`config.mk`:
```
export PLATFORM = sky130hd
export DESIGN_NAME = mdl_axis_coef_unpack_flat
export DESIGN_NICKNAME = d
export VERILOG_FILES = /design/src/rtl/mdl_axis_coef_unpack_if.sv /design/src/rtl/mdl_axis_coef_unpack.sv /design/src/flat_wrapper.sv
export SDC_FILE = /design/constraint.sdc
export NUM_CORES = 1
export LEC_CHECK = 0
export CAP_MARGIN = 20
export CORE_MARGIN = 3
export CORE_UTILIZATION = 30
export CTS_CLUSTER_DIAMETER = 120
export DETAILED_ROUTE_END_ITERATION = 8
export DONT_BUFFER_PORTS = 1
export GPL_TIMING_DRIVEN = 0
export REMOVE_ABC_BUFFERS = 1
export SETUP_SLACK_MARGIN = 0.15
export SYNTH_ARGS = -nofsm -noshare
export SYNTH_HDL_FRONTEND = slang
export SYNTH_SLANG_ARGS = --single-unit
```
`constraint.sdc`:
```
create_clock -name iSYS_CLK -period 2.2 [get_ports iSYS_CLK]
set_clock_uncertainty 0.15 [all_clocks]
set_input_delay 0.66 -clock iSYS_CLK [delete_from_list [all_inputs] [get_ports iSYS_CLK]]
set_output_delay 0.66 -clock iSYS_CLK [all_outputs]
set_load 0.03 [all_outputs]
```
`src/rtl/mdl_axis_coef_unpack_if.sv`:
```
// Stream-in / coefficient-out bundle for mdl_axis_coef_unpack.
// valid/ready: a transfer happens on a rising edge with both high; a source holds its payload stable while valid && !ready.
interface mdl_axis_coef_unpack_if #(
    parameter int PRM_AXIS_WIDTH = 64,
    parameter int PRM_COEF_WIDTH = 32,
    parameter int PRM_ADDR       = 12
);
    logic                        s_axis_tvalid;
    logic                        s_axis_tready;
    logic [PRM_AXIS_WIDTH-1:0]   s_axis_tdata;
    logic [PRM_AXIS_WIDTH/8-1:0] s_axis_tkeep;
    logic                        s_axis_tlast;
    logic                        coef_valid;
    logic                        coef_ready;
    logic [PRM_COEF_WIDTH-1:0]   coef_data;
    logic [PRM_ADDR-1:0]         coef_addr;
    logic [3:0]                  coef_poly;
    logic                        coef_last_poly;
    logic                        coef_last;

    modport slave (
        input  s_axis_tvalid, s_axis_tdata, s_axis_tkeep, s_axis_tlast, coef_ready,
        output s_axis_tready, coef_valid, coef_data, coef_addr, coef_poly, coef_last_poly, coef_last
    );

    modport master (
        output s_axis_tvalid, s_axis_tdata, s_axis_tkeep, s_axis_tlast, coef_ready,
        input  s_axis_tready, coef_valid, coef_data, coef_addr, coef_poly, coef_last_poly, coef_last
    );
endinterface

```
`src/rtl/mdl_axis_coef_unpack.sv`:
```
// Splits AXI-Stream beats into tagged coefficients for a frame of 1..PRM_MAX_POLY polynomials,
// checking frame length against TLAST and flagging partially-kept lanes.
module mdl_axis_coef_unpack #(
    parameter int PRM_AXIS_WIDTH = 64,
    parameter int PRM_COEF_WIDTH = 32,
    parameter int PRM_COEFFS     = 4096,
    parameter int PRM_ADDR       = 12,
    parameter int PRM_MAX_POLY   = 4
) (
    input  logic                  iSYS_CLK,
    input  logic                  iSYS_RST,
    input  logic                  iCTL_START,
    input  logic [3:0]            iCTL_NPOLY,
    mdl_axis_coef_unpack_if.slave bus,
    output logic                  oBUSY,
    output logic                  oDONE,
    output logic                  oERR_LEN,
    output logic                  oERR_KEEP,
    output logic [1:0]            oDBG_STATE
);
    localparam int L = PRM_AXIS_WIDTH / PRM_COEF_WIDTH;
    localparam int K = PRM_COEF_WIDTH / 8;

    typedef enum logic [1:0] {
        ST_IDLE  = 2'd0,
        ST_RUN   = 2'd1,
        ST_DRAIN = 2'd2,
        ST_DONE  = 2'd3
    } state_t;

    state_t state_q, state_d;

    logic [PRM_AXIS_WIDTH-1:0] hold_data_q;
    logic [L-1:0]              lane_rem_q;
    logic                      hold_full_q;
    logic                      hold_last_q;
    logic [PRM_ADDR-1:0]       addr_q;
    logic [3:0]                poly_q;
    logic [3:0]                npoly_q;
    logic                      err_len_q;
    logic                      err_keep_q;

    logic [L-1:0]              in_full;
    logic [L-1:0]              in_mixed;
    logic [L-1:0]              rem_next;
    logic [PRM_COEF_WIDTH-1:0] cur_data;
    logic [3:0]                npoly_eff;
    logic                      coef_valid;
    logic                      coef_fire;
    logic                      s_fire;
    logic                      final_lane;
    logic                      last_poly;
    logic                      is_last;
    logic                      tready;

    always_comb begin
        in_full  = '0;
        in_mixed = '0;
        for (int i = 0; i < L; i++) begin
            in_full[i]  = &bus.s_axis_tkeep[i*K +: K];
            in_mixed[i] = (|bus.s_axis_tkeep[i*K +: K]) && !(&bus.s_axis_tkeep[i*K +: K]);
        end
    end

    // Current lane is the lowest still-pending keep-valid lane, so skipped lanes cost no cycles.
    always_comb begin
        cur_data = '0;
        for (int i = L - 1; i >= 0; i--) begin
            if (lane_rem_q[i]) cur_data = hold_data_q[i*PRM_COEF_WIDTH +: PRM_COEF_WIDTH];
        end
    end

    assign rem_next   = lane_rem_q & (lane_rem_q - L'(1));
    assign final_lane = (rem_next == '0);
    assign coef_valid = (state_q == ST_RUN) && hold_full_q;
    assign coef_fire  = coef_valid && bus.coef_ready;
    assign last_poly  = coef_valid && (addr_q == PRM_ADDR'(PRM_COEFFS - 1));
    assign is_last    = last_poly && (poly_q == npoly_q - 4'd1);
    assign npoly_eff  = (iCTL_NPOLY == 4'd0 || iCTL_NPOLY > 4'(PRM_MAX_POLY)) ? 4'd1 : iCTL_NPOLY;

    // A TLAST holder never refills: the frame ends with it.
    assign tready = ((state_q == ST_RUN) &&
                     (!hold_full_q || (coef_fire && final_lane && !is_last && !hold_last_q)))
                    || (state_q == ST_DRAIN);
    assign s_fire = bus.s_axis_tvalid && tready;

    always_ff @(posedge iSYS_CLK or negedge iSYS_RST) begin
        if (!iSYS_RST) state_q <= ST_IDLE;
        else           state_q <= state_d;
    end

    always_comb begin
        state_d = state_q;
        case (state_q)
            ST_IDLE: begin
                if (iCTL_START) state_d = ST_RUN;
            end
            ST_RUN: begin
                if (coef_fire && is_last)                               state_d = hold_last_q ? ST_DONE : ST_DRAIN;
                else if (coef_fire && final_lane && hold_last_q)        state_d = ST_DONE;
                else if (s_fire && in_full == '0 && bus.s_axis_tlast)   state_d = ST_DONE;
            end
            ST_DRAIN: begin
                if (s_fire && bus.s_axis_tlast) state_d = ST_DONE;
            end
            ST_DONE:  state_d = ST_IDLE;
            default:  state_d = ST_IDLE;
        endcase
    end

    always_ff @(posedge iSYS_CLK or negedge iSYS_RST) begin
        if (!iSYS_RST) begin
            hold_data_q <= '0;
            lane_rem_q  <= '0;
            hold_full_q <= 1'b0;
            hold_last_q <= 1'b0;
            addr_q      <= '0;
            poly_q      <= '0;
            npoly_q     <= '0;
            err_len_q   <= 1'b0;
            err_keep_q  <= 1'b0;
        end else begin
            case (state_q)
                ST_IDLE: begin
                    if (iCTL_START) begin
                        npoly_q     <= npoly_eff;
                        addr_q      <= '0;
                        poly_q      <= '0;
                        err_len_q   <= 1'b0;
                        err_keep_q  <= 1'b0;
                        hold_full_q <= 1'b0;
                        hold_last_q <= 1'b0;
                        lane_rem_q  <= '0;
                    end
                end
                ST_RUN: begin
                    if (coef_fire) begin
                        addr_q     <= addr_q + PRM_ADDR'(1);
                        lane_rem_q <= rem_next;
                        if (last_poly) poly_q <= poly_q + 4'd1;
                        if (is_last) begin
                            hold_full_q <= 1'b0;
                            lane_rem_q  <= '0;
                            if (!hold_last_q) err_len_q <= 1'b1;
                        end else if (final_lane) begin
                            hold_full_q <= 1'b0;
                            if (hold_last_q) err_len_q <= 1'b1;
                        end
                    end
                    // An all-empty beat never occupies the holder.
                    if (s_fire) begin
                        hold_data_q <= bus.s_axis_tdata;
                        hold_last_q <= bus.s_axis_tlast;
                        lane_rem_q  <= in_full;
                        hold_full_q <= |in_full;
                        if (|in_mixed) err_keep_q <= 1'b1;
                        if (in_full == '0 && bus.s_axis_tlast) err_len_q <= 1'b1;
                    end
                end
                default: ;
            endcase
        end
    end

    assign bus.s_axis_tready   = tready;
    assign bus.coef_valid      = coef_valid;
    assign bus.coef_data       = cur_data;
    assign bus.coef_addr       = addr_q;
    assign bus.coef_poly       = poly_q;
    assign bus.coef_last_poly  = last_poly;
    assign bus.coef_last       = is_last;
    assign oBUSY               = (state_q == ST_RUN) || (state_q == ST_DRAIN);
    assign oDONE               = (state_q == ST_DONE);
    assign oERR_LEN            = err_len_q;
    assign oERR_KEEP           = err_keep_q;
    assign oDBG_STATE          = state_q;
endmodule

```
`src/flat_wrapper.sv`:
```
// flat-port wrapper written by rule: the top's interface ports become plain ports
module mdl_axis_coef_unpack_flat 
#(
    parameter int PRM_AXIS_WIDTH = 64,
    parameter int PRM_COEF_WIDTH = 32,
    parameter int PRM_COEFFS     = 4096,
    parameter int PRM_ADDR       = 12,
    parameter int PRM_MAX_POLY   = 4
)
  (iSYS_CLK, iSYS_RST, iCTL_START, iCTL_NPOLY, oBUSY, oDONE, oERR_LEN, oERR_KEEP, oDBG_STATE, bus_s_axis_tvalid, bus_s_axis_tdata, bus_s_axis_tkeep, bus_s_axis_tlast, bus_coef_ready, bus_s_axis_tready, bus_coef_valid, bus_coef_data, bus_coef_addr, bus_coef_poly, bus_coef_last_poly, bus_coef_last);
  mdl_axis_coef_unpack_if #(.PRM_AXIS_WIDTH(PRM_AXIS_WIDTH), .PRM_COEF_WIDTH(PRM_COEF_WIDTH), .PRM_ADDR(PRM_ADDR)) bus_i ();
  input  logic iSYS_CLK;
  input  logic iSYS_RST;
  input  logic iCTL_START;
  input  logic [3:0] iCTL_NPOLY;
  output logic oBUSY;
  output logic oDONE;
  output logic oERR_LEN;
  output logic oERR_KEEP;
  output logic [1:0] oDBG_STATE;
  input wire logic [$bits(bus_i.s_axis_tvalid)-1:0] bus_s_axis_tvalid;
  input wire logic [$bits(bus_i.s_axis_tdata)-1:0] bus_s_axis_tdata;
  input wire logic [$bits(bus_i.s_axis_tkeep)-1:0] bus_s_axis_tkeep;
  input wire logic [$bits(bus_i.s_axis_tlast)-1:0] bus_s_axis_tlast;
  input wire logic [$bits(bus_i.coef_ready)-1:0] bus_coef_ready;
  output wire logic [$bits(bus_i.s_axis_tready)-1:0] bus_s_axis_tready;
  output wire logic [$bits(bus_i.coef_valid)-1:0] bus_coef_valid;
  output wire logic [$bits(bus_i.coef_data)-1:0] bus_coef_data;
  output wire logic [$bits(bus_i.coef_addr)-1:0] bus_coef_addr;
  output wire logic [$bits(bus_i.coef_poly)-1:0] bus_coef_poly;
  output wire logic [$bits(bus_i.coef_last_poly)-1:0] bus_coef_last_poly;
  output wire logic [$bits(bus_i.coef_last)-1:0] bus_coef_last;
  assign bus_i.s_axis_tvalid = bus_s_axis_tvalid;
  assign bus_i.s_axis_tdata = bus_s_axis_tdata;
  assign bus_i.s_axis_tkeep = bus_s_axis_tkeep;
  assign bus_i.s_axis_tlast = bus_s_axis_tlast;
  assign bus_i.coef_ready = bus_coef_ready;
  assign bus_s_axis_tready = bus_i.s_axis_tready;
  assign bus_coef_valid = bus_i.coef_valid;
  assign bus_coef_data = bus_i.coef_data;
  assign bus_coef_addr = bus_i.coef_addr;
  assign bus_coef_poly = bus_i.coef_poly;
  assign bus_coef_last_poly = bus_i.coef_last_poly;
  assign bus_coef_last = bus_i.coef_last;
  mdl_axis_coef_unpack #(.PRM_AXIS_WIDTH(PRM_AXIS_WIDTH), .PRM_COEF_WIDTH(PRM_COEF_WIDTH), .PRM_COEFFS(PRM_COEFFS), .PRM_ADDR(PRM_ADDR), .PRM_MAX_POLY(PRM_MAX_POLY)) u_core (.iSYS_CLK(iSYS_CLK), .iSYS_RST(iSYS_RST), .iCTL_START(iCTL_START), .iCTL_NPOLY(iCTL_NPOLY), .bus(bus_i), .oBUSY(oBUSY), .oDONE(oDONE), .oERR_LEN(oERR_LEN), .oERR_KEEP(oERR_KEEP), .oDBG_STATE(oDBG_STATE));
endmodule
```
Word-level counts from Yosys, hierarchy flattened
Index checks and enable logic that the tools add are counted.

Add/subtract/negate cells: 4. $lt $le $gt $ge: 1. Eq/ne operators: 14. Muxes and demuxes: 41. Bitwise operators: 1. Reductions and logical operators: 47.

Operators with widths (number): 2-to-1 mux 32 bit (2); 2-to-1 mux 12 bit (2); one-hot mux 12 bit (2 select lines) (1); AND reduction 4 bit (5); 2-to-1 mux 2 bit (9); logical AND 1 bit (17); 2-to-1 mux 1 bit (16); 2-to-1 mux 4 bit (4); adder 12 x 1 -> 12 bit (second input constant) (1); == test 12 bit (second input constant) (1); AND reduction 3 bit (4); inequality test 2 x 1 -> 1 bit (second input constant) (5); inequality test 4 x 1 -> 1 bit (second input constant) (2); one-hot mux 1 bit (2 select lines) (4); one-hot mux 2 bit (4 select lines) (1); one-hot mux 4 bit (2 select lines) (1); OR reduction 4 bit (2); zero test 2 bit (3); AND reduction 2 bit (3); zero test 1 bit (5); adder 4 x 1 -> 4 bit (second input constant) (1); == test 2 bit (second input constant) (2); == test 4 bit (1); greater-than comparator 4 x 3 -> 1 bit (second input constant) (1); 11 further kinds (15).

Register bits after elaboration: 92. Input port bits: 82. Word-level logic and storage cells: 118.

Longest topological paths before layout
Word-level depth: 17. Gate-level depth with buffers: 11. Depth with buffers taken out: 9.

Worst setup path before layout
No wires, ideal clock.

Path type: reg2reg. Start: register u_core.addr_q[0] (netlist: u_core.bus.coef_addr[0]). End: register u_core.lane_rem_q[1]. Data arrival time: 2.546 ns. Required time: 1.924 ns. Setup slack: -0.622 ns. Cell stages (with the launch flop): 9. Buffers on the path: 0. Cells stage by stage: dfrtp_1 > ha_1 > nand4_1 > or4_4 > inv_2 > a31o_4 > nand2_1 > and3_1 > o32a_1.

Cells in the longest elaborated chain, start to end: 12.

Ends and longest elaborated chain: start, declared (RTL line mdl_axis_coef_unpack.sv:37) `logic [PRM_ADDR-1:0] addr_q;`; start signal, assigned (RTL line mdl_axis_coef_unpack.sv:138) `addr_q <= addr_q + PRM_ADDR'(1);`; == test 12 bit * (RTL line mdl_axis_coef_unpack.sv:77) `assign last_poly = coef_valid && (addr_q == PRM_ADDR'(PRM_COEFFS - 1));`; logical AND 1 bit * (RTL line mdl_axis_coef_unpack.sv:77); via bus_coef_last_poly (RTL line flat_wrapper.sv:31) `output wire logic [$bits(bus_i.coef_last_poly)-1:0] bus_coef_last_poly;`; logical AND 1 bit * (RTL line mdl_axis_coef_unpack.sv:78) `assign is_last = last_poly && (poly_q == npoly_q - 4'd1);`; zero test 1 bit * (RTL line mdl_axis_coef_unpack.sv:83) `(!hold_full_q || (coef_fire && final_lane && !is_last && !hold_last_q)))`; logical AND 1 bit * (2 in series) (RTL line mdl_axis_coef_unpack.sv:83); logical OR 1 bit * (RTL line mdl_axis_coef_unpack.sv:83); logical AND 1 bit * (RTL line mdl_axis_coef_unpack.sv:82) `assign tready = ((state_q == ST_RUN) &&`; logical OR 1 bit * (RTL line mdl_axis_coef_unpack.sv:84) `|| (state_q == ST_DRAIN);`; via bus_s_axis_tready (RTL line flat_wrapper.sv:26) `output wire logic [$bits(bus_i.s_axis_tready)-1:0] bus_s_axis_tready;`; logical AND 1 bit * (RTL line mdl_axis_coef_unpack.sv:85) `assign s_fire = bus.s_axis_tvalid && tready;`; inequality test 3 x 1 -> 1 bit (no source line) / 2-to-1 mux 2 bit (equally long branches); AND reduction 3 bit (no source line) / one-hot mux 2 bit (2 select lines) (equally long branches); end signal, assigned (RTL line mdl_axis_coef_unpack.sv:139) `lane_rem_q <= rem_next;`; end signal, assigned (RTL line mdl_axis_coef_unpack.sv:154) `lane_rem_q <= in_full;`; end, declared (RTL line mdl_axis_coef_unpack.sv:34) `logic [L-1:0] lane_rem_q;`.

Mark *: on every way through the listed nets, which the timed path passes. The rest lies on a longest branch. The select of a mux whose other input is x is not followed. A chain may end at the register's enable or synchronous reset.

Worst setup path after layout
Start: register u_core.addr_q[0] (netlist: u_core.bus.coef_addr[0]). End: output bus_coef_last.

Cells in the longest elaborated chain, start to end: 3.

Ends and longest elaborated chain: == test 12 bit (RTL line mdl_axis_coef_unpack.sv:77); logical AND 1 bit (RTL line mdl_axis_coef_unpack.sv:77); via bus_coef_last_poly (RTL line flat_wrapper.sv:31); logical AND 1 bit (RTL line mdl_axis_coef_unpack.sv:78); end, declared (RTL line flat_wrapper.sv:32) `output wire logic [$bits(bus_i.coef_last)-1:0] bus_coef_last;`.

The timed path passes the listed nets, and every way through them passes these cells.

==> flow_summary.ini <==
[drt]
drt_wl_total_mm = 13.9
wl_per_cell_um = 22.9
dr_total_vias = 3314
viasPerCell = 5.47
drc = 0
dr.pass1.iters = 4
ant_nets = 0
drtIter0Drc = 196

[setup_path]
cp_slowest_cell = dfrtp_2
worst_setup_path_end_kind = primary output
crit_path_max_incr_delay_ns = 0.56
cp-start-kind = flip-flop
cpLargestDelayFamily = simple AND/OR/NAND/NOR gates
worstSetupPathType = flip-flop to primary output
path_max_fanout = 6
crit_chain = ha_4 -> nand4_1 -> or4_4 -> inv_8 -> and3_4
worstRegToRegCells = 11
cp.required_ns = 1.39
cp.depth = 5
cp.buffers_inverters = 1
cp.arrival_ns = 2.15

[sta]
finalSetupViolCount = 122
worst_pin_slew_ns = 0.471
hold_viol = 92
rsz0062_at_grt = true
max_freq_mhz = 337
relSlewSlack_pct = 68.6
holdWs_ns = -0.151
layout_min_cycle_time_ns = 2.96
finalWorstSetupSlack_ns = -0.765
setup_tns_ns = -58.41
slew_viol_final = 0
period_share_pct = 135

[grt]
grt_pass1_wl_mm = 20.1
met3_usage_pct = 4.88
grt_max_degree = 93
antenna_found_initial = 1
grt.busiest_layer = met2
first_global_vias = 3524
grt_usage_pct = 16.0
overflow = 0
gr-usage-met1_pct = 19.6
met2_usage_pct = 26.1

[clock_network]
htreeDepth = 3
cts_buffers = 9
cts.path.max_buffers = 2
cts_tree = built
insertion_delay_ns = 0.35
tritoncts_num_sinks = 92
path_clk_slew_ns = 0.07
cts-root-buf = clkbuf_16

[place]
dpl_cell_area_um2 = 4670
gp_congestion = 0.754
numPortBuffers = 0
dp.cells = 528
dp_hpwl_mm = 7.59

[power_and_ir_drop]
power_density_nw_per_um2 = 1440
p_total_mw = 9.45
irDropWorstVdd_uv = 988
p_leak_nw = 2.92

[job]
maxCapViolCount = 0

[layout]
drive_gt1_share_pct = 53.4
fin_cells = 606
nets = 507
area_growth_pct = 46.1
post-route-cell-area_um2 = 6550
final_util_pct = 44.9

[synth]
ys_async_sr_fraction_pct = 100
netlist_instances = 362
synth_cell_type_count = 54
synth.top_cell.area_share_pct = 51.4
synth_most_common_cell = dfrtp_1
yosys_warnings = 0
synthTopCellsByArea = dfrtp_1, mux2_2, a22o_1
synth-seq-cells = 92
synth_area_um2 = 4480
synth-seq-area-share_pct = 51.4
synth_edf_count = 0
synth_ff_type = dfrtp_1
yosys.area.top_type = dfrtp_1
synthTopCellsByCount = dfrtp_1, mux2_2, a22o_1
syn_avg_cell_area_um2 = 12.4

[floorplan]
start_util_pct = 30.7
core_um2 = 14600
fp.dieArea_um2 = 16400
rows = 44
die_h_um = 128
die_w_um = 128
ios = 140

[worst_hold_path]
min_path_type = input port to async pin

[status]
violations = negative hold slack, negative setup slack
status = finished with violations
## final timing paths
check,slack (ns),start,endpoint
hold reg to reg,0.35,u_core.npoly_q[3]$_DFFE_PN0P_,u_core.npoly_q[3]$_DFFE_PN0P_
max in group asynchronous,1.91,iSYS_RST,u_core.oDBG_STATE[0]$_DFFE_PN0P_
setup / recovery,-0.76,u_core.bus.coef_addr[0]$_DFFE_PN0P_,bus_coef_last
setup reg to reg,-0.75,u_core.bus.coef_addr[0]$_DFFE_PN0P_,u_core.hold_data_q[21]$_DFFE_PN0P_
min in group iSYS_CLK,0.26,iCTL_NPOLY[2],u_core.npoly_q[1]$_DFFE_PN0P_
hold / removal,-0.15,iSYS_RST,u_core.hold_data_q[43]$_DFFE_PN0P_
## cells by family (layout without fill, tap and decap cells)
family | after synthesis | count (layout) | synth area share [%]
flip-flops | 92 | 92 | 51.4
AND/OR/NAND/NOR | 75 | 76 | 8.40
AO/OA/AOI/OAI | 71 | 71 | 12.4
multiplexers | 70 | 70 | 18.9
buffers and inverters | 30 | 88 | 3.24
XOR/XNOR | 16 | 16 | 3.46
adder cells (fa/ha/maj) | 8 | 8 | 2.23
other | 0 | 1 | 0
## final cells by class
| cell class | instances | area (um^2) |
|---|---|---|
| multi-input cells | 241 | 2690 |
| diodes | 1 | 2.50 |
| clock inverters | 5 | 61.3 |
| fillers | 1272 | 8040 |
| well taps | 184 | 230 |
| flip-flops and latches | 92 | 2320 |
| inverters | 9 | 43.8 |
| repair buffers | 64 | 972 |
| clock buffers | 10 | 229 |
## registers in the layout (all words and copies together), names as in the netlist
| register | cells |
|---|---|
| u_core.hold_data_q | 64 |
| u_core.bus.coef_addr | 12 |
| u_core.bus.coef_poly | 4 |
| u_core.npoly_q | 4 |
| u_core.lane_rem_q | 2 |
| u_core.oDBG_STATE | 2 |
| u_core.hold_full_q | 1 |
| u_core.hold_last_q | 1 |
| u_core.oERR_KEEP | 1 |
| u_core.oERR_LEN | 1 |
## routing by layer
layer | part of all wire (%) | wire length, um
met3 | 6.8 | 946
met4 | 3.7 | 512
met2 | 49 | 6820
met5 | 0 | 0
met1 | 40 | 5570
## worst register-to-register path: cells and delay by family (launching register included)
family / cells / cell delay [ns]
flops: 1 / 0.56
buf+inv: 5 / 0.71
compound gates: 2 / 0.27
mux: 1 / 0.31
simple gates: 2 / 0.64
fa+ha+maj: 1 / 0.19
## per-stage QoR
step / worst slack, ns / hold slack [ns]
floorplan: -2.32 / 0.214
global placement: -3.54 / 0.217
detailed placement: -1.45 / 0.216
CTS: -0.754 / -0.164
global route: -0.851 / -0.165
finish: -0.765 / -0.151
## power breakdown
| part | internal (mW) | switching [mW] |
|---|---|---|
| combinational | 2.55 | 2.18 |
| sequential | 2.39 | 0.744 |
| clock | 0.884 | 0.696 |
## what timing repair did
item                       4_1_cts  5_1_grt
pin swaps                       16       19
resized for setup              156       51
hold endpoints to repair        92       92
cloned                           9        1
setup endpoints to repair      127      125
buffers inserted                39       13
## cells in the final DEF (no fill, tap or decap), types with 3 or more instances in the layout
| master | synthesis | routed |
|---|---|---|
| a21oi_1 | 9 | 6 |
| a22o_4 | 0 | 32 |
| and2_1 | 4 | 3 |
| and3_4 | 0 | 3 |
| buf_12 | 0 | 14 |
| buf_16 | 0 | 9 |
| buf_4 | 1 | 18 |
| buf_6 | 3 | 17 |
| buf_8 | 0 | 4 |
| clkbuf_16 | 0 | 10 |
| dfrtp_1 | 92 | 81 |
| dfrtp_2 | 0 | 10 |
| ha_1 | 8 | 4 |
| ha_4 | 0 | 3 |
| inv_1 | 8 | 5 |
| mux2_2 | 47 | 17 |
| mux2_4 | 17 | 47 |
| mux2i_1 | 5 | 5 |
| nand2_1 | 20 | 18 |
| nand4_1 | 4 | 4 |
| nor2_1 | 20 | 17 |
| nor2_4 | 0 | 3 |
| nor2b_4 | 0 | 3 |
| nor3_1 | 7 | 5 |
| nor4_1 | 3 | 3 |
| o21ai_0 | 10 | 7 |
| xnor2_1 | 5 | 5 |
| xor2_1 | 10 | 10 |
(Power assumes the default switching activity.)
